===== config.mk =====
export PLATFORM = sky130hd
export DESIGN_NAME = seq_scan_ctrl_flat
export DESIGN_NICKNAME = d
export VERILOG_FILES = /design/src/rtl/seq_scan_ctrl_if.sv /design/src/rtl/seq_scan_ctrl.sv /design/src/flat_wrapper.sv
export SDC_FILE = /design/constraint.sdc
export NUM_CORES = 1
export LEC_CHECK = 0
export BUFFER_PORTS_ARGS = -buffer_cell sky130_fd_sc_hd__buf_4
export CORE_MARGIN = 2
export CORE_UTILIZATION = 62
export CTS_BUF_LIST = sky130_fd_sc_hd__clkbuf_8
export DETAILED_ROUTE_END_ITERATION = 8
export PLACE_DENSITY = 0.87
export SLEW_MARGIN = 20
export SYNTH_ARGS = -nofsm -noshare
export SYNTH_HDL_FRONTEND = slang
export SYNTH_SLANG_ARGS = --single-unit

===== constraint.sdc =====
create_clock -name clk -period 3.23 [get_ports clk]
set_clock_uncertainty 0.15 [all_clocks]
set_input_delay 0.4845 -clock clk [delete_from_list [all_inputs] [get_ports clk]]
set_output_delay 0.4845 -clock clk [all_outputs]
set_load 0.02 [all_outputs]

===== src/rtl/seq_scan_ctrl_if.sv =====
// Word-stream handshake between a producer and the scan controller.
// The producer drives valid/data/last; the controller answers with ready.
interface seq_scan_ctrl_if #(
  parameter int WORD_W = 8
);
  logic              in_valid;
  logic [WORD_W-1:0] in_data;
  logic              in_last;
  logic              in_ready;

  modport master (output in_valid, in_data, in_last, input in_ready);
  modport slave  (input in_valid, in_data, in_last, output in_ready);
endinterface


===== src/rtl/seq_scan_ctrl.sv =====
// Streams words MSB first through a programmable 4-bit overlapping detector,
// counting matches per job and raising a sticky threshold interrupt.
module seq_scan_ctrl #(
  parameter int WORD_W = 8,
  parameter int CNT_W  = 8
) (
  input  logic             clk,
  input  logic             reset_n,
  input  logic             start,
  input  logic             clear,
  input  logic [3:0]       pattern,
  input  logic [CNT_W-1:0] threshold,
  seq_scan_ctrl_if.slave   in_if,
  output logic             busy,
  output logic             match_pulse,
  output logic [CNT_W-1:0] match_count,
  output logic             done,
  output logic             irq
);

  localparam int               BW       = $clog2(WORD_W);
  localparam logic [BW-1:0]    LAST_BIT = BW'(WORD_W - 1);
  localparam logic [CNT_W-1:0] CNT_MAX  = '1;

  typedef enum logic [1:0] {S_IDLE, S_LOAD, S_SHIFT, S_DONE} state_e;

  state_e             state_q, state_d;
  logic [WORD_W-1:0]  shreg_q;
  logic               last_q;
  logic [BW-1:0]      bit_idx_q;
  logic [3:0]         hist_q;
  logic [3:0]         pat_q;
  logic [1:0]         seen_q;
  logic [CNT_W-1:0]   thr_q;
  logic [CNT_W-1:0]   cnt_q;
  logic               irq_q;
  logic               pulse_q;
  logic               busy_q;
  logic               done_q;

  logic               start_acc;
  logic               word_end;
  logic [3:0]         hist_d;
  logic               match;
  logic [CNT_W-1:0]   cnt_inc;

  assign start_acc = (state_q == S_IDLE) && start;
  assign word_end  = (bit_idx_q == LAST_BIT);
  assign hist_d    = {hist_q[2:0], shreg_q[WORD_W-1]};
  // seen_q saturates at 3: the current bit is then at least the fourth of the job
  assign match     = (state_q == S_SHIFT) && (seen_q == 2'd3) && (hist_d == pat_q);
  assign cnt_inc   = (cnt_q == CNT_MAX) ? cnt_q : cnt_q + CNT_W'(1);

  always_ff @(posedge clk) begin
    if (!reset_n) begin
      state_q <= S_IDLE;
    end else begin
      state_q <= state_d;
    end
  end

  always_comb begin
    state_d = state_q;
    unique case (state_q)
      S_IDLE:  if (start) state_d = S_LOAD;
      S_LOAD:  if (in_if.in_valid) state_d = S_SHIFT;
      S_SHIFT: if (word_end) state_d = last_q ? S_DONE : S_LOAD;
      S_DONE:  state_d = S_IDLE;
      default: state_d = S_IDLE;
    endcase
  end

  always_comb begin
    in_if.in_ready = (state_q == S_LOAD);
  end

  always_ff @(posedge clk) begin
    if (!reset_n) begin
      shreg_q   <= '0;
      last_q    <= 1'b0;
      bit_idx_q <= '0;
      hist_q    <= '0;
      pat_q     <= '0;
      seen_q    <= '0;
      thr_q     <= '0;
      cnt_q     <= '0;
      irq_q     <= 1'b0;
      pulse_q   <= 1'b0;
      busy_q    <= 1'b0;
      done_q    <= 1'b0;
    end else begin
      busy_q  <= (state_d != S_IDLE);
      done_q  <= (state_d == S_DONE);
      pulse_q <= match;

      if (start_acc) begin
        pat_q  <= pattern;
        thr_q  <= threshold;
        hist_q <= '0;
        seen_q <= '0;
      end

      if (state_q == S_LOAD && in_if.in_valid) begin
        shreg_q   <= in_if.in_data;
        last_q    <= in_if.in_last;
        bit_idx_q <= '0;
      end

      if (state_q == S_SHIFT) begin
        shreg_q   <= shreg_q << 1;
        hist_q    <= hist_d;
        bit_idx_q <= bit_idx_q + BW'(1);
        if (seen_q != 2'd3) seen_q <= seen_q + 2'd1;
      end

      // clear (or a fresh job) takes priority over a same-cycle increment
      if (start_acc || clear) begin
        cnt_q <= '0;
        irq_q <= 1'b0;
      end else if (match) begin
        cnt_q <= cnt_inc;
        if (thr_q != '0 && cnt_inc == thr_q) irq_q <= 1'b1;
      end
    end
  end

  assign busy        = busy_q;
  assign match_pulse = pulse_q;
  assign match_count = cnt_q;
  assign done        = done_q;
  assign irq         = irq_q;

endmodule


===== src/flat_wrapper.sv =====
// flat-port wrapper written by rule: the top's interface ports become plain ports
module seq_scan_ctrl_flat 
#(
  parameter int WORD_W = 8,
  parameter int CNT_W  = 8
)
  (clk, reset_n, start, clear, pattern, threshold, busy, match_pulse, match_count, done, irq, in_if_in_valid, in_if_in_data, in_if_in_last, in_if_in_ready);
  seq_scan_ctrl_if #(.WORD_W(WORD_W)) in_if_i ();
  input  logic clk;
  input  logic reset_n;
  input  logic start;
  input  logic clear;
  input  logic [3:0] pattern;
  input  logic [CNT_W-1:0] threshold;
  output logic busy;
  output logic match_pulse;
  output logic [CNT_W-1:0] match_count;
  output logic done;
  output logic irq;
  input wire logic [$bits(in_if_i.in_valid)-1:0] in_if_in_valid;
  input wire logic [$bits(in_if_i.in_data)-1:0] in_if_in_data;
  input wire logic [$bits(in_if_i.in_last)-1:0] in_if_in_last;
  output wire logic [$bits(in_if_i.in_ready)-1:0] in_if_in_ready;
  assign in_if_i.in_valid = in_if_in_valid;
  assign in_if_i.in_data = in_if_in_data;
  assign in_if_i.in_last = in_if_in_last;
  assign in_if_in_ready = in_if_i.in_ready;
  seq_scan_ctrl #(.WORD_W(WORD_W), .CNT_W(CNT_W)) u_core (.clk(clk), .reset_n(reset_n), .start(start), .clear(clear), .pattern(pattern), .threshold(threshold), .in_if(in_if_i), .busy(busy), .match_pulse(match_pulse), .match_count(match_count), .done(done), .irq(irq));
endmodule

Yosys cells after proc, flatten, opt, wreduce, memory -nomap -nowiden
Cells that the tools add are included.
{"block": "classes", "addsub": 3, "n_bitwise": 1, "mux": 15, "n_reduce_logical": 14, "eq_ne": 10}
{"cell": "$mux 8", "n": 3}
{"cell": "$mux 2", "n": 7}
{"cell": "$mux 3", "n": 4}
{"cell": "$add 8x1->8 const B", "n": 1}
{"cell": "$eq 2x2->1 const B", "n": 4}
{"cell": "$eq 8x8->1", "n": 1}
{"cell": "$eq 8x8->1 const B", "n": 1}
{"cell": "$pmux 2 s4", "n": 1}
{"cell": "$reduce_bool 8->1", "n": 1}
{"cell": "$reduce_bool 2->1", "n": 3}
{"cell": "$logic_and 1x1->1", "n": 5}
{"cell": "$eq 4x4->1", "n": 1}
{"cell": "$reduce_or 2->1", "n": 2}
{"cell": "$add 3x1->3 const B", "n": 1}
{"cell": "$eq 3x3->1 const B", "n": 1}
{"cell": "$add 2x1->2 const B", "n": 1}
{"cell": "$eq 2x1->1 const B", "n": 1}
{"cell": "$logic_not 2->1", "n": 1}
{"cell": "$ne 2x2->1 const B", "n": 1}
{"cell": "$reduce_and 2->1", "n": 1}
{"cell": "$logic_or 1x1->1", "n": 1}
{"cell": "$not 1->1", "n": 1}
{"block": "totals", "word_cells": 57, "out_inout_bits": 13, "regBits": 43, "in_bits": 26}

Logic depth before layout (Yosys ltp)
Gate-level depths: netlist of the first run.
{"block": "logic_depth", "ltp_word": 5, "depth_mapped": 8, "mapped_depth_nobuf": 7}

Worst setup path after synthesis of the first run
Ideal clock, no wire load.
{"block": "synth_path", "kind": "register to register", "startpoint": "reg u_core.cnt_q[0], in the netlist u_core.match_count[0]", "endpoint": "reg u_core.irq_q, in the netlist u_core.irq", "t_arrival_ns": 1.732, "stages_incl_launch_ff": 9, "setup_time_ns": 0.075, "n_path_buf": 1, "t_required_ns": 3.005, "period_less_slack_ns": 1.957, "slack_ns": 1.273, "path_cell_list": "dfxtp_1 -> ha_1 -> buf_2 -> nand3_1 -> nor2_2 -> nand3_1 -> a32oi_1 -> nand4_1 -> o22ai_1"}
{"block": "synth_via", "elab_chain_cells": 5, "word_cells_on_any_way": 6, "classes_between": "add/sub: 1; eq/ne: 2; mux: 1; reduce/logical: 2"}
{"element": "start: declaration", "line_no": "seq_scan_ctrl.sv:35", "rtl": "logic [CNT_W-1:0] cnt_q;"}
{"element": "start signal: assignment", "line_no": "seq_scan_ctrl.sv:121", "rtl": "cnt_q <= cnt_inc;"}
{"element": "$add 8x1->8 / $eq 8x8->1 (equally long branches)", "line_no": "seq_scan_ctrl.sv:52", "rtl": "assign cnt_inc = (cnt_q == CNT_MAX) ? cnt_q : cnt_q + CNT_W'(1);"}
{"element": "$mux 8 (*)", "line_no": "seq_scan_ctrl.sv:52"}
{"element": "$eq 8x8->1 (*)", "line_no": "seq_scan_ctrl.sv:122", "rtl": "if (thr_q != '0 && cnt_inc == thr_q) irq_q <= 1'b1;"}
{"element": "$logic_and 1x1->1 (*)", "line_no": "seq_scan_ctrl.sv:122"}
{"element": "$reduce_and 2->1 (no source line) (*)"}
{"element": "end signal: assignment", "line_no": "seq_scan_ctrl.sv:87", "rtl": "irq_q <= 1'b0;"}
{"element": "end signal: assignment", "line_no": "seq_scan_ctrl.sv:119", "rtl": "irq_q <= 1'b0;"}
{"element": "end signal: assignment", "line_no": "seq_scan_ctrl.sv:122"}
{"element": "end: declaration", "line_no": "seq_scan_ctrl.sv:36", "rtl": "logic irq_q;"}
Every way passes the cells marked *; elsewhere a longest branch is shown, timed or not.
A chain may end at the register's enable or synchronous reset.

Final worst setup path of the first run
Ends and elaborated chain as after synthesis.

==> qor.csv, run 1 <==
metric,value,unit
io_pins,39,
cap_violations,0,
num_vias,1916,
critPathLaunchType,flip-flop,
yosysSeqAreaShare,38.5,%
post-cts-setup-buffer-count,0,
antenna_found_initial,0,
fp.dieW,64.1,µm
grt_pass1_wl,8310,µm
status,"complete, no violations",
synthCells,259,
dieHeight,64.1,µm
antennaDiodeCount,0,
numPortBuffers,38,
tightest_slew,532,ps
crit_arrival,2140,ps
setup_tns,0,ps
fmax,485,MHz
post-route-min-period,2060,ps
slew_viol_final,0,
initial_utilization,66.0,%
cp_max_fo,8,
holdCritPathClass,input pin to flip-flop,
synth-edff-count,0,
crit_required,3310,ps
cts_root_buf,clkbuf_8,
grt_pass1_vias,1794,
peakVddDrop,0.395,mV
final_core_util,77.4,%
fillers,258,
grt_overflow,0,
cts.path.max_buffers,2,
totalWireLength,4490,µm
drc,0,
nets,320,
cts_tree,done,
hold_viol_final,0,
cts_buffers,5,
fin_crit_sh,63.8,%
first_pass_iters,4,
die-area,4100,µm²
endpoint_kind,flip-flop,
p_per_area,451,nW/µm²
routedWlPerCell,13.3,µm
core_area,3390,µm²
worstSetupPathType,flip-flop to flip-flop,
yosys.cell_types.count,48,
final_layout_size_suffix_gt1_share,20.3,%
cts.clk_slew.worst_paths,80,ps
rsz0062_at_grt,no,
insertion_delay,290,ps
syn_area_per_cell,8.63,µm²
cts_sinks,43,
detail-route-antenna-nets,0,
ys.flop_type,dfxtp_1,
layout.cells.non_filler,337,
ys_seq_elements,43,
async_reset_ff_share,0,%
synth_warnings,0,
core.rowCount,21,
place.gp.congestion,1.01,
cellLeakagePower,1.03,nW
synth_area,2240,µm²
hold_ws,282,ps
cts_resized,0,
synth_nets,289,
slew_headroom,64.6,%
total_power,1.18,mW
setup_viol,0,
cts.htree.levels,2,
dp.cells,329,
hpwlAfterDp,3210,µm
area_growth,17.3,%
viasPerCell,5.69,
grtUsageTotal,25.5,%
grt_max_degree,34,
drt_iter0_drc,173,
cts_hold_buf,0,
[routing by layer]
| metal | wire (µm) | global-route usage, % |
|---|---|---|
| met5 | 0 | 0 |
| met4 | 38 | 7.34 |
| met3 | 249 | 4.75 |
| met2 | 2020 | 39.6 |
| met1 | 2180 | 36.1 |
[final timing paths]
check	from	end	slack, ps	cells past startpoint
hold / removal	in_if_in_data[0]	u_core.shreg_q[0]	280	3
hold reg to reg	u_core.shreg_q[3]	u_core.shreg_q[3]	320	2
setup / recovery	u_core.match_count[0]	u_core.irq	1170	7
setup reg to reg	u_core.match_count[0]	u_core.irq	1170	7
[worst max-delay path: stages, from the launching register on]
cell     delay [ps]
dfxtp_1         470
ha_1            360
nand3_1         200
nor2_2          290
nand3_1         110
a32oi_1         200
nand4_1         100
o22ai_1         100
[cells in the final DEF (no fill, tap or decap), types with 6 or more instances in the layout]
| master | n |
|---|---|
| a21oi_1 | 12 |
| nand2_1 | 43 |
| buf_4 | 38 |
| nand2b_1 | 6 |
| inv_1 | 7 |
| and2_1 | 6 |
| nor2b_1 | 8 |
| a22oi_1 | 11 |
| nand3_1 | 7 |
| xnor2_1 | 6 |
| dfxtp_1 | 43 |
| nor2_1 | 12 |
| a21boi_0 | 22 |
[per-stage QoR]
stage | area (µm²) | worst slack, ps
after detailed placement | 2490 | 1180
after CTS | 2620 | 1180
final | 2620 | 1170
after global routing | 2620 | 954
after global placement | 2490 | 1260
after floorplan | 2240 | 1270
[where the power goes]
group | switching, mW | internal [mW]
Combinational | 0.0690 | 0.0607
Sequential | 0.0192 | 0.550
Clock | 0.178 | 0.306
Total | 0.266 | 0.916
[registers in the layout, indices dropped and copies added, names as in the netlist]
signal,flops
u_core.last_q,1
u_core.shreg_q,8
u_core.pat_q,4
u_core.irq,1
u_core.thr_q,8
u_core.hist_q,3
u_core.busy,1
u_core.match_count,8
u_core.state_q,2
u_core.bit_idx_q,3
u_core.seen_q,2
u_core.match_pulse,1
u_core.done,1
[cells in the mapped netlist, drive strengths merged, types with 3 or more instances]
| master | instances | area (µm²) |
|---|---|---|
| a31oi | 4 | 25.0 |
| xnor2 | 6 | 52.6 |
| nand2b | 6 | 37.5 |
| nor3 | 3 | 26.3 |
| buf | 7 | 62.6 |
| a22oi | 11 | 82.6 |
| nand4 | 3 | 33.8 |
| and3 | 5 | 38.8 |
| xor2 | 5 | 43.8 |
| a21oi | 12 | 60.1 |
| a311oi | 5 | 43.8 |
| ha | 4 | 50.1 |
| nand2 | 44 | 168 |
| nor2 | 15 | 63.8 |
| nand3 | 8 | 45.0 |
| nor2b | 8 | 50.1 |
| inv | 6 | 22.5 |
| and2 | 6 | 37.5 |
| dfxtp | 43 | 861 |
| o21ai | 6 | 30.0 |
| a21boi | 22 | 165 |
| and4 | 3 | 27.5 |
| mux2i | 5 | 50.1 |
| clkbuf | 7 | 26.3 |
[cell type report]
| type | count | area [µm²] | area share [%] |
|---|---|---|---|
| clock inverters | 3 | 63.8 | 2.43 |
| flip-flops and latches | 43 | 861 | 32.8 |
| well taps | 46 | 57.6 | 2.19 |
| clock buffers | 5 | 68.8 | 2.62 |
| repair buffers | 38 | 285 | 10.9 |
| inverters | 6 | 22.5 | 0.859 |
| multi-input cells | 196 | 1260 | 48.2 |
[logic make-up (layout without fill, tap and decap cells)]
kind of cell | after synthesis | count (layout) | share of synthesized area [%]
buf+inv | 20 | 52 | 4.98
fa+ha+maj | 4 | 4 | 2.24
mux | 5 | 5 | 2.24
compound gates | 70 | 70 | 22.0
xor+xnor | 11 | 11 | 4.31
simple gates | 106 | 106 | 25.7
flops | 43 | 43 | 38.5
No activity file was read; power rests on OpenSTA's default activity.
==> run 2: changes to the inputs <==
--- a/config.mk
+++ b/config.mk
@@ -7,10 +7,10 @@
 export LEC_CHECK = 0
 export BUFFER_PORTS_ARGS = -buffer_cell sky130_fd_sc_hd__buf_4
 export CORE_MARGIN = 2
-export CORE_UTILIZATION = 62
+export CORE_UTILIZATION = 52
 export CTS_BUF_LIST = sky130_fd_sc_hd__clkbuf_8
 export DETAILED_ROUTE_END_ITERATION = 8
-export PLACE_DENSITY = 0.87
+export PLACE_DENSITY = 0.78
 export SLEW_MARGIN = 20
 export SYNTH_ARGS = -nofsm -noshare
 export SYNTH_HDL_FRONTEND = slang
==> constraint.sdc (replaced) <==
create_clock -name clk -period 1.79 [get_ports clk]
set_clock_uncertainty 0.15 [all_clocks]
set_input_delay 0.2685 -clock clk [delete_from_list [all_inputs] [get_ports clk]]
set_output_delay 0.2685 -clock clk [all_outputs]
set_load 0.02 [all_outputs]
==> run 2 against run 1 <==
Die area rose by 18%. Core utilization fell by 9.0 points. Total power rose by 62%. Via count rose by 5.5%. Count of clock-buffer cells in the layout rose by 1. Worst setup slack got worse by 1100 ps. Sequential power rose by 79%. Combinational power rose by 100%. Critical path type unchanged. Routed wire length rose by 8.2%. Non-clock buffer count rose by 20. Clock power rose by 32%. Sequential share of layout area fell by 1.4 points.
==> qor.csv, run 2 (same netlist as run 1, synthesis figures left out) <==
metric,value,unit
hold_ws,56.1,ps
critPathLaunchType,flip-flop,
cts_root_buf,clkbuf_8,
grt_overflow,0,
sw_frac_of_total,25.7,%
internal-power,1.43,mW
post-route-min-period,1760,ps
grtUsageTotal,21.7,%
slew_headroom,67.0,%
numPortBuffers,38,
area_growth,24.1,%
first_pass_iters,4,
p_comb_share,13.6,%
crit_arrival,1840,ps
cap_violations,0,
tightest_slew,491,ps
totalWireLength,4860,µm
antenna_found_initial,0,
cts.clk_slew.worst_paths,80,ps
clkPwrFrac,33.2,%
hpwlAfterDp,3640,µm
worst_slack,25.3,ps
setup_tns,0,ps
grt_max_degree,34,
cts_buffers,5,
initial_utilization,55.1,%
place_area,2650,µm²
setup_viol,0,
hold_viol_final,0,
pre_cts_slack,49.2,ps
layout_commonest_cell,buf_4,
dp.cells,353,
slew_viol_final,0,
nets,340,
io_pins,39,
rsz0062_at_grt,yes,
cts.htree.levels,2,
final_layout_size_suffix_gt1_share,28.6,%
cp_max_fo,4,
fp.dieW,69.6,µm
layout.cells.non_filler,361,
core.rowCount,23,
insertion_delay,300,ps
routedWlPerCell,13.4,µm
die-area,4840,µm²
peakVddDrop,0.455,mV
final_core_util,68.4,%
switching_power,0.493,mW
cts_sinks,43,
cts_hold_buf,0,
status,"complete, no violations",
viasPerCell,5.60,
fin_crit_sh,98.6,%
cts_tree,done,
grt_pass1_wl,8570,µm
cellLeakagePower,1.12,nW
total_power,1.92,mW
crit_required,1870,ps
place.gp.congestion,1.04,
grt_pass1_vias,1935,
drt_iter0_drc,177,
p_per_area,692,nW/µm²
holdCritPathClass,input pin to flip-flop,
postLayoutCellArea,2780,µm²
cts.path.max_buffers,2,
fmax,567,MHz
power_frac_seq,53.1,%
layout_common_cells,"58 x buf_4, 43 x nand2_1, 37 x dfxtp_1, 22 x a21boi_0",
worstSetupPathType,flip-flop to flip-flop,
dieHeight,69.6,µm
endpoint_kind,flip-flop,
core_area,4060,µm²
detail-route-antenna-nets,0,
antennaDiodeCount,0,
drc,0,
num_vias,2021,
## run 2: path summary, 6_finish.rpt
kind | from | end | slack, ps | cells after the start
hold / removal | in_if_in_data[0] | u_core.shreg_q[0] | 60 | 3
setup / recovery | u_core.hist_q[1] | u_core.irq | 30 | 6
setup reg to reg | u_core.hist_q[1] | u_core.irq | 30 | 6
hold reg to reg | u_core.shreg_q[0] | u_core.shreg_q[0] | 310 | 2
## run 2: critical path, stage by stage (launching register included)
cell       delay (ps)
dfxtp_2           340
xor2_1            180
nor3_4            230
nand4_4           190
a2111oi_2         340
nand4_1           150
o22ai_1           110
## run 2: metal layers
layer	routed length [µm]	global-route usage, %	vias to the layer above
met4	78	8.06	0
li1	-	-	1023
met3	317	4.51	9
met1	2390	30.0	918
met2	2070	33.5	71
met5	0	0	-
## run 2: area by class of cell
| cell class | instances | area (µm²) |
|---|---|---|
| sequential | 43 | 873 |
| fill | 353 | 1280 |
| inverter | 6 | 22.5 |
| clock buffer | 6 | 82.6 |
| timing repair buffer | 58 | 435 |
| clock inverter | 2 | 12.5 |
| multi-input combinational | 196 | 1290 |
| tap | 50 | 62.6 |
## run 2: power by group through the flow
stage	registers [mW]	logic [mW]	clock network (mW)
global placement	1.04	0.255	0
CTS	1.02	0.262	0.658
global route	1.03	0.291	0.700
floorplan	1.04	0.152	0
detailed placement	1.04	0.260	0
finish	1.02	0.262	0.638
## run 2: repair_timing
item                       in CTS  in global routing
buffers inserted                0                  0
resized for setup               0                 10
setup endpoints to repair       0                  7
